## src/rtl/c1541_sd_pkg.sv

```systemverilog
// Shared state encoding, block geometry and address helper for the 1541 SD block responder.
package c1541_sd_pkg;

    localparam int BLK_BYTES = 512;
    localparam int BLK_SHIFT = 9;
    localparam int OFFS_W    = 14;

    typedef enum logic [3:0] {
        IDLE,
        CHECK,
        RD_REQ,
        RD_WAIT,
        BUF_WR,
        WR_ADDR,
        WR_LAT,
        WR_REQ,
        FINISH,
        RELEASE
    } state_t;

    // Callers truncate the result to their own memory address width.
    function automatic logic [31+BLK_SHIFT:0] blk_to_byte(input logic [31:0] lba);
        return {lba, {BLK_SHIFT{1'b0}}};
    endfunction

endpackage

```

## src/rtl/c1541_sd_addr_gen.sv

```systemverilog
// Byte offset counter for a transfer, last-byte detect and image memory address sum.
module c1541_sd_addr_gen
    import c1541_sd_pkg::*;
#(
    parameter int ADDR_W    = 27,
    parameter int BASE_ADDR = 0
) (
    input  logic              clk,
    input  logic              rst_n,
    input  logic              clr_i,
    input  logic              inc_i,
    input  logic [31:0]       lba_i,
    input  logic [4:0]        cnt_i,
    output logic [OFFS_W-1:0] offset_o,
    output logic              last_o,
    output logic [ADDR_W-1:0] mem_addr_o
);

    logic [OFFS_W-1:0] offset_q, offset_d;
    logic [OFFS_W-1:0] last_off;

    always_comb begin
        offset_d = offset_q;
        if (clr_i) begin
            offset_d = '0;
        end else if (inc_i) begin
            offset_d = offset_q + OFFS_W'(1);
        end
    end

    always_ff @(posedge clk or negedge rst_n) begin
        if (!rst_n) begin
            offset_q <= '0;
        end else begin
            offset_q <= offset_d;
        end
    end

    // 32 blocks fill the 14-bit buffer exactly; the product wraps to 0 so the last offset is 0x3FFF.
    assign last_off   = OFFS_W'((OFFS_W'(cnt_i) + OFFS_W'(1)) * OFFS_W'(BLK_BYTES)) - OFFS_W'(1);
    assign last_o     = (offset_q == last_off);
    assign offset_o   = offset_q;
    assign mem_addr_o = ADDR_W'(BASE_ADDR) + ADDR_W'(blk_to_byte(lba_i)) + ADDR_W'(offset_q);

endmodule

```

## src/rtl/c1541_sd_responder.sv

```systemverilog
// Block-device responder copying 512-byte blocks between the disk-image memory and the drive track buffer.
// IDLE wait request | CHECK range test | RD_REQ/RD_WAIT image read | BUF_WR buffer write | WR_ADDR/WR_LAT buffer read
// WR_REQ image write | FINISH drop ack, flag error | RELEASE wait for request levels to drop
module c1541_sd_responder
    import c1541_sd_pkg::*;
#(
    parameter int ADDR_W     = 27,
    parameter int BASE_ADDR  = 0,
    parameter int NUM_BLOCKS = 1024
) (
    input  logic              clk,
    input  logic              reset_n,
    input  logic [31:0]       sd_lba,
    input  logic [5:0]        sd_blk_cnt,
    input  logic              sd_rd,
    input  logic              sd_wr,
    output logic              sd_ack,
    output logic              sd_err,
    output logic [OFFS_W-1:0] sd_buff_addr,
    output logic [7:0]        sd_buff_dout,
    output logic              sd_buff_wr,
    input  logic [7:0]        sd_buff_din,
    output logic [ADDR_W-1:0] mem_addr,
    output logic              mem_rd,
    output logic              mem_wr,
    output logic [7:0]        mem_wdata,
    input  logic [7:0]        mem_rdata,
    input  logic              mem_ready
);

    state_t      state_q, state_d;
    logic [31:0] lba_q, lba_d;
    logic [5:0]  cnt_q, cnt_d;
    logic        wr_dir_q, wr_dir_d;
    logic        ack_q, ack_d;
    logic        err_flag_q, err_flag_d;
    logic        err_q, err_d;
    logic [7:0]  data_q, data_d;
    logic        clr, inc, last;
    logic [32:0] blk_end;

    c1541_sd_addr_gen #(
        .ADDR_W   (ADDR_W),
        .BASE_ADDR(BASE_ADDR)
    ) u_addr_gen (
        .clk       (clk),
        .rst_n     (reset_n),
        .clr_i     (clr),
        .inc_i     (inc),
        .lba_i     (lba_q),
        .cnt_i     (cnt_q[4:0]),
        .offset_o  (sd_buff_addr),
        .last_o    (last),
        .mem_addr_o(mem_addr)
    );

    assign blk_end = {1'b0, lba_q} + 33'(cnt_q) + 33'd1;

    always_comb begin
        state_d    = state_q;
        lba_d      = lba_q;
        cnt_d      = cnt_q;
        wr_dir_d   = wr_dir_q;
        ack_d      = ack_q;
        err_flag_d = err_flag_q;
        err_d      = 1'b0;
        data_d     = data_q;
        clr        = 1'b0;
        inc        = 1'b0;
        mem_rd     = 1'b0;
        mem_wr     = 1'b0;
        sd_buff_wr = 1'b0;
        case (state_q)
            IDLE: begin
                if (sd_rd || sd_wr) begin
                    lba_d    = sd_lba;
                    cnt_d    = sd_blk_cnt;
                    wr_dir_d = ~sd_rd;
                    ack_d    = 1'b1;
                    state_d  = CHECK;
                end
            end
            CHECK: begin
                if (blk_end > 33'(NUM_BLOCKS)) begin
                    err_flag_d = 1'b1;
                    state_d    = FINISH;
                end else begin
                    clr     = 1'b1;
                    state_d = wr_dir_q ? WR_ADDR : RD_REQ;
                end
            end
            // A ready already present in RD_REQ completes a single-cycle access.
            RD_REQ, RD_WAIT: begin
                mem_rd = 1'b1;
                if (mem_ready) begin
                    data_d  = mem_rdata;
                    state_d = BUF_WR;
                end else begin
                    state_d = RD_WAIT;
                end
            end
            BUF_WR: begin
                sd_buff_wr = 1'b1;
                if (last) begin
                    state_d = FINISH;
                end else begin
                    inc     = 1'b1;
                    state_d = RD_REQ;
                end
            end
            WR_ADDR: state_d = WR_LAT;
            WR_LAT: begin
                data_d  = sd_buff_din;
                state_d = WR_REQ;
            end
            WR_REQ: begin
                mem_wr = 1'b1;
                if (mem_ready) begin
                    if (last) begin
                        state_d = FINISH;
                    end else begin
                        inc     = 1'b1;
                        state_d = WR_ADDR;
                    end
                end
            end
            FINISH: begin
                ack_d      = 1'b0;
                err_d      = err_flag_q;
                err_flag_d = 1'b0;
                state_d    = RELEASE;
            end
            RELEASE: begin
                if (!sd_rd && !sd_wr) begin
                    state_d = IDLE;
                end
            end
            default: state_d = IDLE;
        endcase
    end

    always_ff @(posedge clk or negedge reset_n) begin
        if (!reset_n) begin
            state_q    <= IDLE;
            lba_q      <= '0;
            cnt_q      <= '0;
            wr_dir_q   <= 1'b0;
            ack_q      <= 1'b0;
            err_flag_q <= 1'b0;
            err_q      <= 1'b0;
            data_q     <= '0;
        end else begin
            state_q    <= state_d;
            lba_q      <= lba_d;
            cnt_q      <= cnt_d;
            wr_dir_q   <= wr_dir_d;
            ack_q      <= ack_d;
            err_flag_q <= err_flag_d;
            err_q      <= err_d;
            data_q     <= data_d;
        end
    end

    // One data register serves both directions; only one transfer runs at a time.
    assign sd_buff_dout = data_q;
    assign mem_wdata    = data_q;
    assign sd_ack       = ack_q;
    assign sd_err       = err_q;

endmodule

```

## config.mk

```make
export PLATFORM = sky130hd
export DESIGN_NAME = c1541_sd_responder
export DESIGN_NICKNAME = d
export VERILOG_FILES = /design/src/rtl/c1541_sd_pkg.sv /design/src/rtl/c1541_sd_addr_gen.sv /design/src/rtl/c1541_sd_responder.sv
export SDC_FILE = /design/constraint.sdc
export NUM_CORES = 1
export LEC_CHECK = 0
export BUFFER_PORTS_ARGS = -buffer_cell sky130_fd_sc_hd__buf_2
export CELL_PAD_IN_SITES_DETAIL_PLACEMENT = 1
export CELL_PAD_IN_SITES_GLOBAL_PLACEMENT = 1
export CORE_ASPECT_RATIO = 2
export CORE_UTILIZATION = 25
export DETAILED_ROUTE_END_ITERATION = 7
export PLACE_DENSITY = 0.66
export SLEW_MARGIN = 5
export SYNTH_ARGS = -nofsm -noshare
export SYNTH_HDL_FRONTEND = slang
export SYNTH_SLANG_ARGS = --single-unit
```

## constraint.sdc

```tcl
create_clock -name clk -period 4.5 [get_ports clk]
set_input_delay 0.9 -clock clk [delete_from_list [all_inputs] [get_ports clk]]
set_output_delay 0.9 -clock clk [all_outputs]
set_load 0.03 [all_outputs]
```

==> results.tsv, run 1 <==
metric	value	unit
grt_overflow_total	0	
clk_pin_slew_worst_paths	0.05	ns
synth_fp_nets	595	
start_util	25.4	%
peakVddDrop	0.236	mV
crit_path_max_fanout	8	
design_area	0.00574	sq mm
cts_buffers	9	
cts.path.max_buffers	2	
worst_slew_pin_slew	0.932	ns
ys_seq_area_share	35.8	%
powerDensity	695	mW/mm^2
grt_pass1_vias	4887	
setup_viol_count_final	0	
drt-pass1-iter-count	6	
drc	0	
synth_top_area_cell	dfrtp_1	
synth-seq-cells	68	
slew_viol_final	0	
finalNetCount	688	
rows	71	
p_seq_share	32.7	%
h-tree-depth	3	
dp_hpwl	12300	microns
boundaryPins	121	
ys_types	63	
maxCapViolCount	0	
status	finished clean	
diodes	0	
cts.sinks	68	
swShare	48.9	%
wirelength	15400	microns
cts_tree	built	
area_growth	20.9	%
pwr-share-comb	51.2	%
port_buffers	120	
slew_headroom	37.8	%
drive_gt1_share	30.8	%
synthCells	520	
post_cts_resized	0	
grt_pass1_wl	24900	microns
worst_slack	0.572	ns
min_period	3.93	ns
worst-setup-path-type	flop to primary output	
chipWidth	99.5	microns
fin_cells	871	
hp-class	flop to flop	
track_usage	16.4	%
period_share	87.3	%
grt_antenna_before_repair	0	
endpoint_kind	primary output	
post-synth-top-count-cell	dfrtp_1	
p_sw	1950	uW
pre_cts_ws	0.811	ns
clk_latency	0.35	ns
crit_required	3.60	ns
worstPathArrival	3.03	ns
gp_congestion	0.838	
place_area	0.00549	sq mm
grt_max_degree	40	
cts_root_buffer	clkbuf_16	
finalPower	3990	uW
synthTopCellsByArea	dfrtp_1 (36%), mux2_2 (7.8%), ha_1 (3.7%), o21ai_0 (3.5%), nand2_1 (3.3%)	
power_frac_clock	16.1	%
place_inst	857	
max_freq	255	MHz
final_hold_viol_count	0	
core_region_area	0.0187	sq mm
synthArstFlopShare	100	%
num_vias	4441	
tns	0	ns
viasPerCell	5.10	
die-area	0.0196	sq mm
drt_iter0_drc	67	
post_cts_buffers	0	
clock_skew	0.00566	ns
synth-main-ff-cell	dfrtp_1	
cp-start-kind	flop	
synth_common_cells	dfrtp_1 (68), nand2_1 (42), mux2_2 (33), o21ai_0 (33), nor2_1 (27)	
yosysTopAreaCellShare	35.8	%
p_int	2040	uW
p_leak	0.00250	uW
syn_area	0.00475	sq mm
die-height	197	microns
synth_edf_count	0	
postCtsHoldBufs	0	
wl_per_cell	17.6	microns
rsz0062_at_grt	no	
ys_warn_count	0	
drtAntennaViolNets	0	
synth.avg_cell_area	9.14	sq um
through the flow:
| stage | hold slack [ns] | util, % |
|---|---|---|
| after floorplan | 0.485 | - |
| after global placement | 0.511 | 29.3 |
| after detailed placement | 0.517 | 29.3 |
| after CTS | 0.531 | 30.6 |
| after global routing | 0.551 | 30.6 |
| final | 0.519 | 30.6 |
flip-flops by register name (all words and copies together) (netlist names):
| name | cells |
|---|---|
| lba_q | 32 |
| wr_dir_q | 1 |
| u_addr_gen.offset_o | 14 |
| sd_ack | 1 |
| cnt_q | 6 |
| mem_wdata | 8 |
| sd_err | 1 |
| state_q | 4 |
| err_flag_q | 1 |
final timing paths:
path	from	depth (start not counted)	slack (ns)	endpoint
worst max register to register	cnt_q[0]$_DFFE_PN0P_	12	0.82	u_addr_gen.offset_o[13]$_DFFE_PN0P_
worst max-delay path	u_addr_gen.offset_o[9]$_DFFE_PN0P_	11	0.57	mem_addr[23]
worst min-delay path	sd_ack$_DFFE_PN0P_	2	0.52	sd_ack$_DFFE_PN0P_
max in group asynchronous	reset_n	2	2.83	lba_q[6]$_DFFE_PN0P_
min in group asynchronous	reset_n	1	0.70	mem_wdata[7]$_DFFE_PN0P_
worst min register to register	sd_ack$_DFFE_PN0P_	2	0.52	sd_ack$_DFFE_PN0P_
power by group through the flow:
stage                     logic (uW)  registers [uW]  clock network, uW
after floorplan                 1630            1180                  0
after global placement          1990            1300                  0
after detailed placement        2060            1330                  0
after CTS                       2070            1310                659
after global routing            2240            1360                677
final                           2050            1300                643
cell families (layout without fill, tap and decap cells):
| family | Yosys count | in the layout | share of synthesized area [%] |
|---|---|---|---|
| DFF | 68 | 68 | 35.8 |
| muxes | 43 | 43 | 9.93 |
| adders and majority gates | 16 | 16 | 4.53 |
| buffers and inverters | 66 | 162 | 6.98 |
| xor gates and xnor gates | 29 | 29 | 5.34 |
| and+or+nand+nor | 180 | 180 | 20.2 |
| AOI/OAI and AO/OA | 118 | 118 | 17.2 |
worst max-delay path, cell delays in order, from the launching register on:
cell	delay (ns)
dfrtp_1	0.47
ha_1	0.22
inv_1	0.06
fa_1	0.42
nor2b_1	0.13
o21ai_0	0.11
a21boi_0	0.30
o21a_1	0.28
nand4_1	0.18
nor2_1	0.16
xor2_1	0.14
buf_2	0.21
layout make-up:
class	instances	area, sq um
Multi-Input combinational cell	386	2740
Inverter	23	86.3
Sequential cell	68	1700
Tap cell	255	319
Fill cell	2232	13000
Clock inverter	3	15.0
Timing Repair Buffer	125	638
Clock buffer	11	243
cell usage in the layout, fill, tap and decap left out, types with 4 or more instances in the layout:
cell type	n
a21o_1	4
a21oi_1	20
a22oi_1	13
and2_1	4
and3_1	4
buf_2	120
buf_4	5
clkbuf_16	9
dfrtp_1	68
ha_1	14
inv_1	23
mux2_2	33
mux2i_1	10
nand2_1	42
nand2b_1	4
nand3_1	22
nand3b_1	5
nand4_1	9
nor2_1	26
nor3_1	20
nor3b_1	4
nor4_1	8
o211ai_1	4
o21ai_0	33
o31ai_1	10
or3_1	5
or4_1	9
xnor2_1	16
xor2_1	13
metal layers:
metal	track usage, %	routed length [microns]	up-vias	share of wire [%]
met5	0	0	-	0
met4	10.0	617	0	4.0
met3	1.91	372	41	2.4
met2	33.2	9240	105	60
met1	14.9	5140	2220	33
li1	-	-	2075	-
No activity file was read; power rests on OpenSTA's default activity.
==> inputs of run 2 (changes only) <==
PLACE_DENSITY = 0.55   (was 0.66)
==> results.tsv, run 2 (synthesized netlist as in run 1, its figures left out) <==
metric	value	unit	change
drc	0		unchanged
diodes	0		unchanged
boundaryPins	121		unchanged
area_growth	21.3	%	was 20.9%
final_cell_mix	buf_2 (120), dfrtp_1 (68), nand2_1 (42)		unchanged
num_vias	4337		was 4441
busiest_layer	met2		unchanged
h-tree-depth	3		unchanged
die-area	0.0196	sq mm	unchanged
final_hold_viol_count	0		unchanged
grt_pass1_vias	4656		was 4887
crit_family	compound AO/OA/AOI/OAI gates		unchanged
crit_required	3.60	ns	about the same
final_common_cell	buf_2		unchanged
cts.path.max_buffers	2		unchanged
port_buffers	120		unchanged
drive_gt1_share	31.1	%	was 30.8%
p_leak	0.00250	uW	about the same
drt_iter0_drc	80		was 67
multi_input_area	0.00274	sq mm	unchanged
peakVddDrop	0.228	mV	was 0.236 mV
drt-pass1-iter-count	4		was 6
regArea	0.00170	sq mm	unchanged
pre_cts_ws	0.760	ns	was 0.811 ns
post_cts_buffers	0		unchanged
setup_viol_count_final	0		unchanged
reg2reg_slack	0.81	ns	was 0.82 ns
post_cts_resized	0		unchanged
worst_slew_pin_slew	0.844	ns	was 0.932 ns
dp_hpwl	12300	microns	about the same
cts_tree	built		unchanged
n_fill_cell	2233		was 2232
hp-class	flop to flop		unchanged
cp-start-kind	flop		unchanged
clk_pin_slew_worst_paths	0.06	ns	was 0.05 ns
clk_latency	0.34	ns	was 0.35 ns
wl_per_cell	17.6	microns	about the same
viasPerCell	4.97		was 5.10
tns	0	ns	unchanged
finalNetCount	688		unchanged
min_period	3.86	ns	was 3.93 ns
place_area	0.00549	sq mm	unchanged
cts_buffers	9		unchanged
core_region_area	0.0187	sq mm	unchanged
chipWidth	99.5	microns	unchanged
grt_max_degree	45		was 40
wirelength	15300	microns	was 15400 microns
grtUsageMet2	34.1	%	was 33.2%
worst_slack	0.637	ns	was 0.572 ns
start_util	25.4	%	unchanged
track_usage	16.5	%	was 16.4%
crit_path_max_fanout	8		unchanged
postCtsHoldBufs	0		unchanged
met1_usage	15.8	%	was 14.9%
slew_headroom	43.5	%	was 37.8%
rows	71		unchanged
drtAntennaViolNets	0		unchanged
critPathMaxStageDelay	0.48	ns	was 0.47 ns
grt.met3_usage	2.23	%	was 1.91%
grt_antenna_before_repair	0		unchanged
cpMaxStageDelayCell	dfrtp_1		unchanged
cts_root_buffer	clkbuf_16		unchanged
rsz0062_at_grt	no		unchanged
endpoint_kind	primary output		unchanged
clock_skew	0.00480	ns	was 0.00566 ns
die-height	197	microns	unchanged
worst-setup-path-type	flop to primary output		unchanged
grt_pass1_wl	24900	microns	about the same
top_register	lba_q		unchanged
period_share	85.9	%	was 87.3%
design_area	0.00576	sq mm	was 0.00574 sq mm
largest_register_ffs	32		unchanged
max_freq	259	MHz	was 255 MHz
cts.sinks	68		unchanged
slew_viol_final	0		unchanged
grt_overflow_total	0		unchanged
powerDensity	695	mW/mm^2	about the same
path_cells	ha_1 > inv_1 > fa_1 > nor2b_1 > o21ai_0 > a21boi_0 > o21a_1 > nand4_1 > nor2_1 > xor2_1 > buf_2		unchanged
path_buf_inv	2		unchanged
status	finished clean		unchanged
gp_congestion	0.809		was 0.838
maxCapViolCount	0		unchanged
worstPathArrival	2.96	ns	was 3.03 ns
-- run 2: cell type report --
type,count,area share [%]
clock buffer,11,4.38
clock inverter,4,0.434
inverter,23,1.50
multi-input combinational,386,47.6
sequential,68,29.5
tap,255,5.54
timing repair buffer,125,11.1
-- run 2: stage by stage --
step	hold slack [ns]	utilization (%)	cells	total power, uW
3_5_place_dp	0.509	29.3	857	3390
6_report	0.515	30.8	872	4010
5_1_grt	0.534	30.8	872	4310
3_3_place_gp	0.505	29.3	857	3310
2_1_floorplan	0.485	-	520	2810
4_1_cts	0.518	30.8	872	4080
-- run 2: worst reg2reg max path: stages, from the launching register on --
cell	delay, ns
dfrtp_1	0.45
inv_1	0.11
ha_1	0.16
inv_1	0.05
fa_1	0.42
a21oi_2	0.23
o221ai_2	0.27
or3_1	0.39
a32o_1	0.22
or4_4	0.54
a2111oi_4	0.30
buf_4	0.30
a22oi_1	0.13
-- run 2: routing by layer --
| layer | up-vias | wire (microns) |
|---|---|---|
| li1 | 2078 | - |
| met3 | 21 | 297 |
| met2 | 63 | 9270 |
| met5 | - | 0 |
| met1 | 2175 | 5420 |
| met4 | 0 | 345 |
-- run 2: worst paths after layout --
path | startpoint | end | cells past startpoint
max in group asynchronous | reset_n | lba_q[29]$_DFFE_PN0P_ | 2
worst min register to register | sd_ack$_DFFE_PN0P_ | sd_ack$_DFFE_PN0P_ | 2
worst max-delay path | u_addr_gen.offset_o[9]$_DFFE_PN0P_ | mem_addr[23] | 11
min in group asynchronous | reset_n | lba_q[8]$_DFFE_PN0P_ | 1
worst min-delay path | sd_ack$_DFFE_PN0P_ | sd_ack$_DFFE_PN0P_ | 2
worst max register to register | cnt_q[0]$_DFFE_PN0P_ | u_addr_gen.offset_o[12]$_DFFE_PN0P_ | 12
-- run 2: power by group --
| part | switching, uW | leakage (uW) | internal [uW] |
|---|---|---|---|
| combinational | 1240 | 0.00153 | 798 |
| clock | 270 | 0.000133 | 398 |
| sequential | 438 | 0.000837 | 863 |
| total | 1950 | 0.00250 | 2060 |
==> inputs of run 3 (changes only) <==
CORE_ASPECT_RATIO = 0.6   (was 2)
CORE_UTILIZATION = 40   (was 25)
PLACE_DENSITY = 0.8   (was 0.55)
==> results.tsv, run 3 (synthesized netlist as in run 1, its figures left out) <==
metric	value	unit	change
status	finished clean		unchanged
hold_slack	0.533	ns	was 0.515 ns
cts.sinks	68		unchanged
startpoint	u_addr_gen.offset_o[9]$_DFFE_PN0P_		unchanged
grt_antenna_before_repair	0		unchanged
worst-setup-path-type	flop to primary output		unchanged
worstPathArrival	3.02	ns	was 2.96 ns
crit_required	3.60	ns	about the same
powerDensity	719	mW/mm^2	was 695 mW/mm^2
drive_gt1_share	30.7	%	was 31.1%
post_cts_buffers	0		unchanged
endpoint_kind	primary output		unchanged
crit_family	compound AO/OA/AOI/OAI gates		unchanged
largest_register_ffs	32		unchanged
period_share	87.1	%	was 85.9%
die-area	0.0123	sq mm	was 0.0196 sq mm
core_region_area	0.0114	sq mm	was 0.0187 sq mm
wl_per_cell	18.7	microns	was 17.6 microns
die-height	86.4	microns	was 197 microns
path_cells	ha_1 > inv_1 > fa_1 > nor2b_1 > o21ai_0 > a21boi_0 > o21a_1 > nand4_1 > nor2_1 > xor2_1 > buf_2		unchanged
diodes	0		unchanged
setup_viol_count_final	0		unchanged
worst_slack	0.582	ns	was 0.637 ns
rr_startpoint	cnt_q[0]$_DFFE_PN0P_		unchanged
finalNetCount	689		was 688
rsz0062_at_grt	no		unchanged
grt_overflow_total	0		unchanged
gp_congestion	0.880		was 0.809
slew_headroom	18.8	%	was 43.5%
start_util	41.5	%	was 25.4%
drtAntennaViolNets	0		unchanged
cts_buffers	9		unchanged
wirelength	14600	microns	was 15300 microns
grt_pass1_vias	4530		was 4656
h-tree-depth	3		unchanged
p_leak	0.00252	uW	was 0.00250 uW
min_period	3.92	ns	was 3.86 ns
hp-class	flop to flop		unchanged
viasPerCell	5.72		was 4.97
worst_slew_pin_slew	1.22	ns	was 0.844 ns
port_buffers	120		unchanged
peakVddDrop	0.305	mV	was 0.228 mV
maxCapViolCount	0		unchanged
drt_iter0_drc	310		was 80
grt_pass1_wl	24000	microns	was 24900 microns
crit_path_max_fanout	8		unchanged
rows	30		was 71
final_util	49.4	%	was 30.8%
cts.path.max_buffers	2		unchanged
critPathMaxStageDelay	0.50	ns	was 0.48 ns
finalPower	4060	uW	was 4010 uW
path_buf_inv	2		unchanged
cts_tree	built		unchanged
area_growth	19.0	%	was 21.3%
track_usage	25.3	%	was 16.5%
n_fill_cell	1378		was 2233
cp-start-kind	flop		unchanged
post_cts_resized	0		unchanged
postCtsHoldBufs	0		unchanged
chipWidth	143	microns	was 99.5 microns
cpMaxStageDelayCell	dfrtp_1		unchanged
drt-pass1-iter-count	4		unchanged
boundaryPins	121		unchanged
max_freq	255	MHz	was 259 MHz
grt_max_degree	46		was 45
tns	0	ns	unchanged
top_register	lba_q		unchanged
drc	0		unchanged
cts_root_buffer	clkbuf_16		unchanged
pre_cts_ws	0.728	ns	was 0.760 ns
dp_hpwl	10800	microns	was 12300 microns
clk_pin_slew_worst_paths	0.05	ns	was 0.06 ns
slew_viol_final	0		unchanged
clock_skew	0.00718	ns	was 0.00480 ns
clk_latency	0.34	ns	about the same
final_cell_mix	buf_2 (120), dfrtp_1 (68), nand2_1 (42)		unchanged
num_vias	4451		was 4337
final_common_cell	buf_2		unchanged
hp-start	sd_ack$_DFFE_PN0P_		unchanged
final_hold_viol_count	0		unchanged
[run 3: changes by cell type in the layout (fill, tap and decap cells not counted)]
cell | previous run | this run
nor3_1 | 20 | 22
buf_4 | 5 | 6
clkinvlp_4 | 2 | 0
clkbuf_1 | 0 | 1
nor3_2 | 2 | 0
clkinv_2 | 2 | 1
clkbuf_8 | 2 | 4
[run 3: final cells by class]
type / count / area [sq um] / share of cell area (%)
tap: 160 / 200 / 3.54
timing repair buffer: 126 / 646 / 11.4
multi-input combinational: 386 / 2730 / 48.3
sequential: 68 / 1700 / 30.1
clock inverter: 1 / 5.00 / 0.0885
inverter: 23 / 86.3 / 1.53
clock buffer: 14 / 284 / 5.02
[run 3: worst paths after layout]
check,to,slack (ns),cells past startpoint
setup / recovery,mem_addr[23],0.58,11
hold / removal,sd_ack$_DFFE_PN0P_,0.53,2
hold reg to reg,sd_ack$_DFFE_PN0P_,0.53,2
setup reg to reg,u_addr_gen.offset_o[11]$_DFFE_PN0P_,0.69,12
max in group asynchronous,lba_q[27]$_DFFE_PN0P_,2.90,2
min in group asynchronous,u_addr_gen.offset_o[2]$_DFFE_PN0P_,0.61,1
[run 3: layer usage]
layer / global-route usage (%) / part of all wire, % / vias up
li1: - / - / 2084
met1: 36.2 / 49 / 2214
met2: 39.0 / 44 / 136
met3: 5.14 / 5.9 / 17
met4: 6.55 / 1.1 / 0
met5: 0 / 0 / -
[run 3: per-stage QoR]
step | instance area (sq um) | std cells
after CTS | 5650 | 778
after global placement | 5370 | 763
after global routing | 5650 | 778
after detailed placement | 5370 | 763
final | 5650 | 778
after floorplan | 4750 | 520
[run 3: report_power, final]
group | switching, uW | internal, uW
clock | 262 | 430
sequential | 436 | 862
combinational | 1270 | 799
[run 3: worst min-delay path: stages, from the launching register on]
cell and delay [ns]:
dfrtp_1 0.38, inv_1 0.06, a21oi_1 0.05
